$ cat src/rtl/ttt_move_generator.sv
// Computer opponent for the tic-tac-toe datapath: scans the eight lines for a
// winning move, then a blocking move, then falls back to centre/corner/edge.
module ttt_move_generator (
  input  logic        clock,
  input  logic        reset,
  input  logic        start,
  input  logic [17:0] board,
  output logic        busy,
  output logic        done,
  output logic [3:0]  move_pos,
  output logic        no_move
);

  localparam logic [1:0] COMP_MARK   = 2'b10;
  localparam logic [1:0] PLAYER_MARK = 2'b01;
  localparam logic [1:0] EMPTY_CELL  = 2'b00;

  typedef enum logic [2:0] {
    IDLE       = 3'd0,
    SCAN_WIN   = 3'd1,
    SCAN_BLOCK = 3'd2,
    PICK       = 3'd3,
    DONE       = 3'd4
  } state_t;

  state_t      state_q, state_d;
  logic [2:0]  line_idx_q, line_idx_d;
  logic [17:0] snap_q, snap_d;
  logic [3:0]  move_pos_q, move_pos_d;
  logic        no_move_q, no_move_d;
  logic        done_q, done_d;

  // Cell indices of each line, packed {first, second, third}.
  function automatic logic [11:0] line_cells(input logic [2:0] idx);
    logic [11:0] cells;
    case (idx)
      3'd0:    cells = {4'd0, 4'd1, 4'd2};
      3'd1:    cells = {4'd3, 4'd4, 4'd5};
      3'd2:    cells = {4'd6, 4'd7, 4'd8};
      3'd3:    cells = {4'd0, 4'd3, 4'd6};
      3'd4:    cells = {4'd1, 4'd4, 4'd7};
      3'd5:    cells = {4'd2, 4'd5, 4'd8};
      3'd6:    cells = {4'd0, 4'd4, 4'd8};
      3'd7:    cells = {4'd2, 4'd4, 4'd6};
      default: cells = {4'd0, 4'd1, 4'd2};
    endcase
    return cells;
  endfunction

  function automatic logic [1:0] cell_of(input logic [17:0] snap, input logic [3:0] pos);
    return snap[2*int'(pos) +: 2];
  endfunction

  // Fallback order: centre, corners, then edges.
  function automatic logic [3:0] prio_cell(input int rank);
    logic [3:0] pos;
    case (rank)
      0:       pos = 4'd4;
      1:       pos = 4'd0;
      2:       pos = 4'd2;
      3:       pos = 4'd6;
      4:       pos = 4'd8;
      5:       pos = 4'd1;
      6:       pos = 4'd3;
      7:       pos = 4'd5;
      8:       pos = 4'd7;
      default: pos = 4'd4;
    endcase
    return pos;
  endfunction

  // Returns {found, cell} for the highest-priority empty cell.
  function automatic logic [4:0] pick_cell(input logic [17:0] snap);
    logic [4:0] res;
    res = 5'd0;
    for (int r = 8; r >= 0; r--) begin
      if (cell_of(snap, prio_cell(r)) == EMPTY_CELL) begin
        res = {1'b1, prio_cell(r)};
      end else begin
        res = res;
      end
    end
    return res;
  endfunction

  logic [11:0] cells_s;
  logic [3:0]  c0_s, c1_s, c2_s;
  logic [1:0]  m0_s, m1_s, m2_s, mark_s;
  logic        hit_s;
  logic [3:0]  hit_pos_s;
  logic [4:0]  pick_s;

  // Next-state, line evaluation and result capture.
  always_comb begin
    state_d    = state_q;
    line_idx_d = line_idx_q;
    snap_d     = snap_q;
    move_pos_d = move_pos_q;
    no_move_d  = no_move_q;

    cells_s = line_cells(line_idx_q);
    c0_s    = cells_s[11:8];
    c1_s    = cells_s[7:4];
    c2_s    = cells_s[3:0];
    m0_s    = cell_of(snap_q, c0_s);
    m1_s    = cell_of(snap_q, c1_s);
    m2_s    = cell_of(snap_q, c2_s);
    mark_s  = (state_q == SCAN_WIN) ? COMP_MARK : PLAYER_MARK;
    pick_s  = pick_cell(snap_q);

    hit_s     = 1'b0;
    hit_pos_s = 4'd0;
    if (m0_s == mark_s && m1_s == mark_s && m2_s == EMPTY_CELL) begin
      hit_s     = 1'b1;
      hit_pos_s = c2_s;
    end else if (m0_s == mark_s && m2_s == mark_s && m1_s == EMPTY_CELL) begin
      hit_s     = 1'b1;
      hit_pos_s = c1_s;
    end else if (m1_s == mark_s && m2_s == mark_s && m0_s == EMPTY_CELL) begin
      hit_s     = 1'b1;
      hit_pos_s = c0_s;
    end else begin
      hit_s     = 1'b0;
      hit_pos_s = 4'd0;
    end

    case (state_q)
      IDLE: begin
        if (start) begin
          snap_d     = board;
          line_idx_d = 3'd0;
          state_d    = SCAN_WIN;
        end else begin
          state_d = IDLE;
        end
      end
      SCAN_WIN, SCAN_BLOCK: begin
        if (hit_s) begin
          move_pos_d = hit_pos_s;
          no_move_d  = 1'b0;
          state_d    = DONE;
        end else if (line_idx_q == 3'd7) begin
          line_idx_d = 3'd0;
          state_d    = (state_q == SCAN_WIN) ? SCAN_BLOCK : PICK;
        end else begin
          line_idx_d = line_idx_q + 3'd1;
        end
      end
      PICK: begin
        if (pick_s[4]) begin
          move_pos_d = pick_s[3:0];
          no_move_d  = 1'b0;
        end else begin
          no_move_d  = 1'b1;
        end
        state_d = DONE;
      end
      DONE: begin
        state_d = IDLE;
      end
      default: begin
        state_d = IDLE;
      end
    endcase

    done_d = (state_d == DONE);
  end

  // State and result registers.
  always_ff @(posedge clock or posedge reset) begin
    if (reset) begin
      state_q    <= IDLE;
      line_idx_q <= 3'd0;
      snap_q     <= 18'd0;
      move_pos_q <= 4'd0;
      no_move_q  <= 1'b0;
      done_q     <= 1'b0;
    end else begin
      state_q    <= state_d;
      line_idx_q <= line_idx_d;
      snap_q     <= snap_d;
      move_pos_q <= move_pos_d;
      no_move_q  <= no_move_d;
      done_q     <= done_d;
    end
  end

  assign busy     = (state_q != IDLE);
  assign done     = done_q;
  assign move_pos = move_pos_q;
  assign no_move  = no_move_q;

endmodule

$ cat config.mk
export PLATFORM = sky130hd
export DESIGN_NAME = ttt_move_generator
export DESIGN_NICKNAME = d
export VERILOG_FILES = /design/src/rtl/ttt_move_generator.sv
export SDC_FILE = /design/constraint.sdc
export NUM_CORES = 1
export LEC_CHECK = 0
export ABC_AREA = 1
export ABC_CLOCK_PERIOD_IN_PS = 3300
export CORE_ASPECT_RATIO = 0.75
export CORE_UTILIZATION = 50
export CTS_CLUSTER_DIAMETER = 50
export CTS_CLUSTER_SIZE = 8
export DETAILED_ROUTE_END_ITERATION = 8
export PLACE_DENSITY = 0.73
export SLEW_MARGIN = 20
export SYNTH_ARGS = -nofsm -noshare
export SYNTH_HDL_FRONTEND = slang
export SYNTH_SLANG_ARGS = --single-unit
$ cat constraint.sdc
create_clock -name clock -period 3.3 [get_ports clock]
set_clock_uncertainty 0.1 [all_clocks]
set_input_delay 0.495 -clock clock [delete_from_list [all_inputs] [get_ports clock]]
set_output_delay 0.495 -clock clock [all_outputs]
set_load 0.02 [all_outputs]
==> impl_results.rst <==
.. list-table::
   :header-rows: 1

   * - Metric
     - Value
   * - Result of the run
     - finished, final reports clean
   * - Fin crit share
     - 84.6%
   * - Growth of design area from synthesis to finish
     - 19.7%
   * - Detail-routed net length per standard cell
     - 14.9 um
   * - Setup-failing EPs final
     - 0
   * - Antenna diode instance count
     - 0
   * - # rows
     - 20
   * - Fin Hold WS
     - 0.410 ns
   * - Hold WC Path Type
     - register to register
   * - CTS tree
     - yes
   * - Largest net degree at the start of global routing
     - 36
   * - Transition time at the pin with the least slew margin
     - approximately 0.47 ns
   * - Die Outline Area
     - 4790 um^2
   * - Unrepaired setup endpoints after global routing
     - false
   * - Initial Utilization
     - ~54%
   * - DRC Markers
     - 0
   * - Via count of the first global-routing pass
     - roughly 2,100
   * - Largest fanout of any net on the critical path
     - 8
   * - Clock tree buffer depth
     - 2
   * - Final critical delay including setup and external delays
     - 2.79 ns
   * - Top post-synthesis cells by count
     - 72 x nand2_1, 69 x nand3_1, 42 x nor2_1
   * - Gp weighted congestion
     - between 1 and 1.5
   * - Post-DRT Antenna Nets
     - 0
   * - Tightest slew margin relative to the limit
     - 68.6%
   * - Clock insertion delay at the later pin of the skew report
     - 0.29 ns
   * - Synthesized area per cell
     - roughly 7 um^2
   * - Port-buffer cells
     - 27
   * - Number of DRC markers in iteration 0
     - between 200 and 250
   * - Worst R2R End
     - move_pos[2]
   * - Reported max-cap violation count
     - 0
   * - Hold-critical path depth
     - 2
   * - Async set-reset flop share out of synthesis
     - between 90% and 100%
   * - Root buf cell
     - clkbuf_8
   * - Synth area leaders
     - dfrtp_1 33%, nand3_1 15%, nand2_1 12%
   * - Sequence of cells on the critical path
     - inv_1, ha_1, inv_2, nand2_1, o21ai_1, nand2_1, nor2_1, nand2_1, nand2_1, nor2_1, nor2_4, nand2_2, nand3_2, nand2_4, nand2_4, nand3_1, nand2_1
   * - Via density per instance
     - 5.65
   * - Remaining Overflow, GRT
     - 0
   * - Setup slack of the worst register-to-register path
     - 0.51 ns
   * - Net count reported at finish
     - 393
   * - Post-route worst setup slack
     - just over 0.5 ns
   * - Number of slew-limit violations in the final report
     - 0
   * - Via count
     - 2,386
   * - Final instance area
     - 2700 um^2
   * - Router iterations before antenna repair
     - 7
   * - Final hold viol count
     - 0
   * - Leakage power summed over all cells
     - between 1 and 1.5 nW
   * - Capturing element type of the critical path
     - register
   * - Primary FF master, synth
     - dfrtp_1
   * - Cell count after synthesis
     - 331
   * - # IOs
     - 28
   * - Number of resized instances in the post-cts repair step
     - 0
   * - Synth Net Count
     - ~360
   * - CTS HTree Levels
     - 2
   * - Final-layout setup total negative slack
     - 0 ns
   * - Startpoint of the lowest-slack hold path
     - move_pos[0]
   * - Number of cell instances on the worst register-to-register path
     - 17
   * - Proportion of synthesized chip area in sequential cells
     - 33.3%
   * - Synthesized area
     - 2260 um^2
   * - Number of unique standard cell types used by synthesis
     - 28
   * - Yosys top cell area share
     - roughly 33%
   * - HPWL reported at the end of detailed placement
     - 4830 um
   * - Placed Instance Area
     - 2610 um^2
   * - Worst EP arrival
     - 2.91 ns
   * - Total routing resource utilization after global routing
     - 28.8%
   * - Post-CTS setup buffer count
     - 0
   * - Most common cell in the netlist
     - nand2_1
   * - Height of the die
     - 60.2 um
   * - DRT Wirelength
     - roughly 6300 um
   * - Setup CP Type
     - register to register
   * - Hold buffers post-CTS
     - 0
   * - Achievable clock frequency
     - between 300 and 400 MHz
   * - RR Startpoint
     - line_idx_q[1]
   * - Cell type contributing the most total cell area after synthesis
     - dfrtp_1
   * - Warnings, synthesis
     - 0
   * - Worst IR drop on VDD
     - 0.000521 V
   * - WP data required
     - 3.42 ns
   * - Power density relative to cell area
     - 1080 nW/um^2
   * - Register bit total from synthesis
     - 30
   * - Count of flip-flops with a built-in enable after synthesis
     - 0
   * - Final Total Pwr
     - 2.92 mW
   * - Wire length of the first global-routing pass
     - 10,200 um
   * - Core ar.
     - 4180 um^2
   * - Share of final-layout standard cells stronger than drive strength 1
     - between 10% and 20%
   * - Worst Hold Path EP
     - move_pos[0]
   * - Largest stage delay on the critical path
     - just over 0.4 ns
   * - Clock slew seen by the registers of the worst setup and hold paths
     - ~0.06 ns
   * - Cell repeated most along the worst path
     - nand2_1
   * - Dpl ws
     - 0.541 ns
   * - Nature of the critical path startpoint
     - register
   * - CTS Buf Count
     - 5
   * - Die span in x
     - 79.6 um
   * - Number of antenna violations at the first check in global routing
     - 0
   * - Slowest CP cell
     - dfrtp_1
   * - Clock Sink Count
     - 30
==> sequential cells by signal, indices dropped and copies added (netlist names) <==
register,cells
snap_q,18
done,1
state_q,3
line_idx_q,3
move_pos,4
no_move,1
==> layout by cell type (no fill, tap or decap), types with 3 or more instances in the layout <==
master,Yosys,final
inv_1,34,34
nor2_2,4,4
nor2_1,42,42
ha_1,6,6
nand2_1,72,72
inv_2,5,5
nor3_1,6,6
o21ai_1,4,4
clkbuf_8,0,6
nand4_1,5,5
nand3_1,69,69
mux2_2,4,4
nand2_4,5,5
nand2_2,8,8
dfrtp_1,30,30
nor2_4,3,3
a21oi_1,17,17
clkdlybuf4s50_1,0,27
buf_4,0,5
==> critical path: cells and delay by family, from the launching register on <==
| kind | cells | cell delay [ns] |
|---|---|---|
| buffers and inverters | 2 | 0.33 |
| DFF | 1 | 0.41 |
| and+or+nand+nor | 13 | 1.31 |
| AOI/OAI and AO/OA | 1 | 0.24 |
| adders and majority gates | 1 | 0.34 |
==> layout make-up <==
class / count / area [um^2]
Clock buffer: 7 / 86.3
Inverter: 40 / 150
Multi-Input combinational cell: 257 / 1330
Tap cell: 55 / 68.8
Sequential cell: 30 / 751
Fill cell: 393 / 1480
Clock inverter: 1 / 5.00
Timing Repair Buffer: 32 / 308
==> metal layers <==
metal	global-route usage, %	wire [um]	vias up
li1	-	-	1150
met3	7.63	619	15
met2	41.8	2690	126
met5	0	0	-
met4	8.83	73	0
met1	41.3	2920	1095
==> power breakdown <==
| group | internal [mW] | total, mW | switching, mW |
|---|---|---|---|
| registers | 0.517 | 0.650 | 0.133 |
| clock network | 0.168 | 0.315 | 0.147 |
| logic | 0.643 | 1.95 | 1.31 |
| total | 1.33 | 2.92 | 1.59 |
==> worst max-delay path by stage <==
stage / to / slack, ns / startpoint
6_report: move_pos[2] / 0.51 / line_idx_q[1]
5_1_grt: move_pos[2] / 0.24 / line_idx_q[1]
4_1_cts: move_pos[2] / 0.52 / line_idx_q[1]
3_5_place_dp: move_pos[2] / 0.54 / line_idx_q[1]
3_3_place_gp: move_pos[2] / 0.59 / line_idx_q[1]
2_1_floorplan: move_pos[2] / 0.85 / line_idx_q[0]
==> cells by family after synthesis <==
kind of cell | Yosys count | synth area share (%)
and+or+nand+nor | 219 | 46.9
AOI/OAI and AO/OA | 28 | 6.87
adders and majority gates | 6 | 3.33
buffers and inverters | 44 | 7.65
muxes | 4 | 2.00
DFF | 30 | 33.3
==> through the flow <==
stage                     util, %  cells
after CTS                    64.7    422
after global routing         64.7    422
after detailed placement     62.5    414
final                        64.7    422
after floorplan                 -    331
after global placement       62.5    414
Note: power is estimated with default switching activity, not from simulation.
